File: src/rtl/sim_test_monitor.sv
// End-of-test monitor: snoops data-memory stores, detects the tohost termination
// store, and reports pass/fail/timeout, exit code, counters and a window signature.
module sim_test_monitor #(
  parameter int                ADDR_W         = 32,
  parameter int                DATA_W         = 32,
  parameter int                CNT_W          = 32,
  parameter logic [ADDR_W-1:0] TOHOST_ADDR    = 'h0000_1000,
  parameter int                TIMEOUT_CYCLES = 1000,
  parameter logic [ADDR_W-1:0] SIG_BASE       = 'h0000_0000,
  parameter int                SIG_BYTES      = 256
) (
  input  logic                clk,
  input  logic                rst_n,
  input  logic                start,
  input  logic [ADDR_W-1:0]   data_addr,
  input  logic [DATA_W-1:0]   data_wdata,
  input  logic [DATA_W/8-1:0] data_wmask,
  input  logic                data_wen,
  output logic                done,
  output logic                pass,
  output logic                timeout,
  output logic [DATA_W-1:0]   exit_code,
  output logic [CNT_W-1:0]    cycle_count,
  output logic [CNT_W-1:0]    store_count,
  output logic [DATA_W-1:0]   signature
);

  localparam int MW = DATA_W / 8;
  localparam int XW = (ADDR_W < DATA_W) ? ADDR_W : DATA_W;
  localparam logic [ADDR_W:0]  SIG_LO  = {1'b0, SIG_BASE};
  localparam logic [ADDR_W:0]  SIG_HI  = {1'b0, SIG_BASE} + (ADDR_W+1)'(SIG_BYTES);
  localparam logic [CNT_W-1:0] TO_LAST = CNT_W'(TIMEOUT_CYCLES - 1);

  typedef enum logic [2:0] {S_IDLE, S_RUN, S_PASS, S_FAIL, S_TOUT} state_t;

  state_t              r_state, w_next;
  logic [DATA_W-1:0]   r_exit, w_exit;
  logic [CNT_W-1:0]    r_cycle, r_store;
  logic [DATA_W-1:0]   r_sig;
  logic                w_vld, w_tohost, w_full, w_in_win, w_term;
  logic [DATA_W-1:0]   w_mask_ext, w_addr_ext;

  assign w_vld    = data_wen && (data_wmask != '0);
  assign w_full   = &data_wmask;
  assign w_tohost = (data_addr[ADDR_W-1:2] == TOHOST_ADDR[ADDR_W-1:2]);
  // Window bounds are compared one bit wider so a window ending at the top of memory does not wrap.
  assign w_in_win = ({1'b0, data_addr} >= SIG_LO) && ({1'b0, data_addr} < SIG_HI);

  always_comb begin
    w_mask_ext = '0;
    for (int i = 0; i < MW; i++) w_mask_ext[i*8 +: 8] = {8{data_wmask[i]}};
  end

  always_comb begin
    w_addr_ext = '0;
    w_addr_ext[XW-1:0] = data_addr[XW-1:0];
  end

  always_comb begin
    w_next = r_state;
    w_exit = r_exit;
    w_term = 1'b0;
    case (r_state)
      S_IDLE: if (start) w_next = S_RUN;
      S_RUN: begin
        if (w_vld && w_tohost) begin
          if (!w_full) begin
            w_term = 1'b1;
            w_exit = '1;
            w_next = S_FAIL;
          end else if (data_wdata[0]) begin
            w_term = 1'b1;
            w_exit = data_wdata >> 1;
            w_next = ((data_wdata >> 1) == '0) ? S_PASS : S_FAIL;
          end
        end
        if (!w_term && (r_cycle == TO_LAST)) w_next = S_TOUT;
      end
      default: w_next = r_state;
    endcase
  end

  always_ff @(posedge clk) begin
    if (!rst_n) begin
      r_state <= S_IDLE;
      r_exit  <= '0;
      r_cycle <= '0;
      r_store <= '0;
      r_sig   <= '0;
    end else begin
      r_state <= w_next;
      r_exit  <= w_exit;
      if (r_state == S_RUN) begin
        if (r_cycle != '1) r_cycle <= r_cycle + 1'b1;
        if (w_vld && (r_store != '1)) r_store <= r_store + 1'b1;
        if (w_vld && w_in_win)
          r_sig <= {r_sig[DATA_W-2:0], r_sig[DATA_W-1]} ^ (data_wdata & w_mask_ext) ^ w_addr_ext;
      end
    end
  end

  assign done        = (r_state == S_PASS) || (r_state == S_FAIL) || (r_state == S_TOUT);
  assign pass        = (r_state == S_PASS);
  assign timeout     = (r_state == S_TOUT);
  assign exit_code   = r_exit;
  assign cycle_count = r_cycle;
  assign store_count = r_store;
  assign signature   = r_sig;

endmodule

File: config.mk
export PLATFORM = sky130hd
export DESIGN_NAME = sim_test_monitor
export DESIGN_NICKNAME = d
export VERILOG_FILES = /design/src/rtl/sim_test_monitor.sv
export SDC_FILE = /design/constraint.sdc
export NUM_CORES = 1
export LEC_CHECK = 0
export BUFFER_PORTS_ARGS = -buffer_cell sky130_fd_sc_hd__buf_2
export CAP_MARGIN = 25
export CORE_ASPECT_RATIO = 2
export CORE_MARGIN = 2
export CORE_UTILIZATION = 47
export DETAILED_ROUTE_END_ITERATION = 12
export PLACE_DENSITY = 0.77
export SKIP_LAST_GASP = 1
export SLEW_MARGIN = 25
export SYNTH_ARGS = -nofsm -noshare
export SYNTH_HDL_FRONTEND = slang
export SYNTH_SLANG_ARGS = --single-unit
export TNS_END_PERCENT = 30
File: constraint.sdc
create_clock -name clk -period 2.6 [get_ports clk]
set_input_delay 0.26 -clock clk [delete_from_list [all_inputs] [get_ports clk]]
set_output_delay 0.26 -clock clk [all_outputs]
set_load 0.01 [all_outputs]
# After elaboration in Yosys (flattened, before gate mapping)
# Index checks and enable logic that the tools add are counted.
word_totals:
  latchBits: 0
  inputBits: 72
  output_inout_bits: 131
  mem_count: 0
  word_cells: 54
  mem_bits_ro: 0
  ramBits: 0
  reg_bits: 131
op_classes:
  div_mod_pow: 0
  n_lt_le_gt_ge: 1
  n_reduce_logical: 18
  add_sub_neg: 2
  n_shift: 0
  n_mux: 13
  multipliers: 0
  n_eq_ne: 12
  bitwise_logic: 3
op_table:
  columns: ["op", "count"]
  rows:
  - ["$add A32 B1 Y32 const B", 2]
  - ["$mux W32", 2]
  - ["$ne A32 B32 Y1 const B", 2]
  - ["$xor A32 B32 Y32", 2]
  - ["$and A32 B32 Y32", 1]
  - ["$eq A32 B10 Y1 const B", 1]
  - ["$logic_not A32 Y1", 1]
  - ["$lt A32 B9 Y1 const B", 1]
  - ["$eq A30 B11 Y1 const B", 1]
  - ["$mux W3", 5]
  - ["$reduce_and A4 Y1", 2]
  - ["$eq A3 B2 Y1 const B", 2]
  - ["$pmux W3 S2", 1]
  - ["$reduce_and A2 Y1", 3]
  - ["$logic_and A1 B1 Y1", 5]
  - ["$mux W1", 5]
  - ["$ne A2 B2 Y1 const B", 2]
  - ["$ne A4 B4 Y1 const B", 1]
  - ["$reduce_bool A4 Y1", 1]
  - ["$eq A3 B1 Y1 const B", 1]
  - ["$eq A3 B3 Y1 const B", 1]
  - ["$logic_not A3 Y1", 1]
  - ["$ne A3 B3 Y1 const B", 1]
  - ["$reduce_and A3 Y1", 1]
  - ["3 further kinds", 4]

# Longest topological paths before layout
logic_depth:
  depth_word: 9
  mapped_depth: 8
  ltp_nobuf: 6

# Least setup slack after synthesis
# Ideal clock, no wire load.
synth_timing:
  kind: "register to register"
  startpoint: "reg r_state[2]"
  endpoint: "reg r_store[29], in the netlist store_count[29]"
  t_required_ns: 2.530
  arrival_ns: 2.437
  slack_ns: 0.093
  stages_incl_launch_ff: 8
  path_buffers: 2
  synth_period_minus_slack_ns: 2.507
  setup_ns: 0.070
  cell_sequence: "dfxtp_1 > buf_2 > or3b_1 > or4_1 > buf_2 > a2111o_1 > or4_1 > a21oi_1"
synth_between:
  elab_chain_cells: 2
synth_rtl:
  columns: ["element", "line", "text"]
  rows:
  - ["start, declared", "36", "state_t r_state, w_next;"]
  - ["start signal, assigned", "91", "r_state <= w_next;"]
  - ["$eq A3 B1 Y1", null, null]
  - ["$reduce_and A2 Y1 (no line)", null, null]
  - ["end signal, assigned", "95", "if (w_vld && (r_store != '1)) r_store <= r_store + 1'b1;"]
  - ["end, declared", "38", "logic [CNT_W-1:0] r_cycle, r_store;"]
# No other way between the ends.
# A chain may end at the register's enable or synchronous reset.

# Final worst setup path
layout_timing:
  startpoint: "reg r_state[0]"
  endpoint: "reg r_store[29], in the netlist store_count[29]"
# The elaborated chain is that of the path after synthesis.

==> out/qor.yml <==
hold_viol: 0
cts_root_buf: "clkbuf_16"
yosys_most_used_dff: "dfxtp_1"
critPathTopFamily: "simple AND/OR/NAND/NOR gates"
synth-edff-count: 0
synth_nets: 883
clockBufferDepth: 2
yosysSeqAreaShare_pct: 39.2
hold_path_class: "in -> reg"
place.gp.congestion: 0.901
worst_slack_ns: 0.0952
max_freq_mhz: 399
p_leak_nw: 3.55
slew_viol_final: 0
critPathBufInv: 0
antenna_left: 0
fp.dieW_um: 88.4
hpwl_mm: 16.3
vdd_drop_max_mv: 0.444
crit_start: "r_state[0]"
drive_above_1_share_pct: 27.4
netlist_instances: 809
rr_endpoint: "store_count[29]"
grt_pass1_vias: 6556
required_ns: 2.95
rsz0062_at_grt: "no"
cp-end-kind: "flop"
netlist_area_um2: 6700
cp_common_cell: "or4_1"
pin_count: 203
diodes: 0
setup.worst_path.start_class: "flop"
antenna_found_initial: 0
fin_crit_ns: 2.50
yosys_register_bits: 131
path_class: "reg -> reg"
grt_max_degree: 64
yosysWarnings: 0
drc: 0
path_clk_slew_ns: 0.06
dr.first_iter.drc_count: 279
gr-usage-all-layers_pct: 28.2
r2r_slack_ns: 0.1
vias_per_cell: 5.79
num_rows: 61
totalWireLength_mm: 21.5
crit_path_top_delay_cell: "or4_1"
dr.pass1.iters: 6
core_um2: 13900
relSlewSlack_pct: 39.6
grt_pass1_wl_mm: 33.2
max_stage_delay_ns: 0.59
max_cap_viol_count: 0
fillers: 1300
dp_cells: 1197
final_area_um2: 8780
insertion_delay_ns: 0.43
final_cells: 1229
routedWlPerCell_um: 17.5
areaGrowthSynthToFinish_pct: 31.1
route.vias.total: 7120
grt_overflow: 0
tightest_slew_ns: 0.894
finalSetupViolations: 0
reg2reg_from: "r_state[0]"
rr_worst_depth: 5
die_h_um: 173
place_area_um2: 8140
crit_path_end: "store_count[29]"
post-cts-setup-buffers: 0
fin_tns_setup_ns: 0
status: "completed"
path_depth: 5
cp.arrival_ns: 2.85
avgSynthCellArea_um2: 8.28
critPathMaxFanout: 10
clkSinkCount: 131
start_util_pct: 48.2
cts_buffers: 17
synth-async-reset-ratio_pct: 0
finClkSkew_ns: 0.0105
synth_cell_types: 50
cp_cell_sequence: "or3b_1, or4_1, a2111o_1, or4_1, a21oi_1"
fin_nets: 1101
post-place-ws_ns: 0.118
cts_tree: "done"
htreeDepth: 4
finalCritPeriodShare_pct: 96.3
power_mw: 4.96
dieArea_um2: 15300
place.port_buffers: 202
pwr_density_cell_nw_per_um2: 564
==> cells in the final DEF (no fill, tap or decap), drive strengths merged, types with 9 or more instances in the layout <==
cell type,synthesis,routed
a21oi,73,73
nor4,32,32
nand3,28,28
nor2,47,47
nand2,70,70
nor3,12,12
xnor2,38,38
and4,9,9
clkbuf,40,20
xor2,33,33
inv,12,11
or3,37,37
or4,10,10
mux2i,41,41
o21ai,67,67
dfxtp,131,131
buf,6,245
nand2b,38,38
nand4,21,21
==> power breakdown <==
group | switching, mW | internal, mW | leakage, nW
clock | 0.954 | 1.66 | 0.306
sequential | 0.00638 | 2.01 | 1.06
combinational | 0.193 | 0.130 | 2.18
total | 1.15 | 3.80 | 3.55
==> Yosys cell counts, types with 10 or more instances <==
cell,count,area [µm²]
nor2_1,47,176
nand4_1,21,131
nand2b_1,38,238
clkbuf_1,40,150
xor2_1,33,289
nor4_1,32,200
xnor2_1,38,333
or4_1,10,75.1
mux2i_1,41,410
nand2_1,70,263
dfxtp_1,131,2620
nand3_1,28,140
inv_1,11,41.3
o21ai_0,67,335
nor3_1,12,60.1
a21oi_1,73,365
or3_1,37,231
==> registers in the layout, summed over array words and instances, names as in the netlist <==
register and count:
r_state 3, exit_code 32, cycle_count 32, signature 32, store_count 32
==> routing by layer <==
metal,wire length [µm],up-vias,global-route usage (%)
met5,0,-,0
met4,1110,0,15.7
met3,1260,69,4.68
met2,11400,283,49.6
met1,7770,3408,30.8
li1,-,3360,-
==> repair_timing <==
action	in CTS	in global routing
setup endpoints to repair	0	5
hold buffers	0	0
gates resized for setup	0	1
==> stage by stage <==
stage,utilization [%],hold slack [ns]
finish,63.2,0.176
global route,63.2,0.195
CTS,63.2,0.165
detailed placement,58.6,0.452
global placement,58.6,0.451
floorplan,-,0.463
==> how the worst min path moves through the flow <==
stage | start | endpoint | slack, ns | cells past startpoint
floorplan | data_wdata[31] | exit_code[30] | 0.46 | 2
global placement | exit_code[31] | exit_code[31] | 0.45 | 2
detailed placement | exit_code[31] | exit_code[31] | 0.45 | 2
CTS | data_wdata[8] | exit_code[7] | 0.16 | 3
global route | start | r_state[0] | 0.19 | 3
finish | data_wdata[8] | exit_code[7] | 0.18 | 3
==> kinds of logic (layout without fill, tap and decap cells) <==
group	after synthesis	after routing	share of synthesized area [%]
AND/OR/NAND/NOR	329	329	26.7
flip-flops	131	131	39.2
buffers and inverters	58	289	3.34
XOR/XNOR	71	71	9.29
adder cells (fa/ha/maj)	2	2	0.374
multiplexers	41	41	6.13
AO/OA/AOI/OAI	177	177	15.0
==> worst min-delay path, stage by stage <==
cell and delay, ns:
buf_2 0.09, o21ai_0 0.08, a21oi_1 0.13
==> area by class of cell <==
class | count | area [µm²] | area share (%)
clock buffers | 20 | 457 | 5.20
flip-flops and latches | 131 | 2620 | 29.9
clock inverters | 12 | 180 | 2.05
multi-input cells | 620 | 3880 | 44.2
inverters | 12 | 46.3 | 0.527
well taps | 189 | 236 | 2.69
repair buffers | 245 | 1360 | 15.5
(Power assumes the default switching activity.)
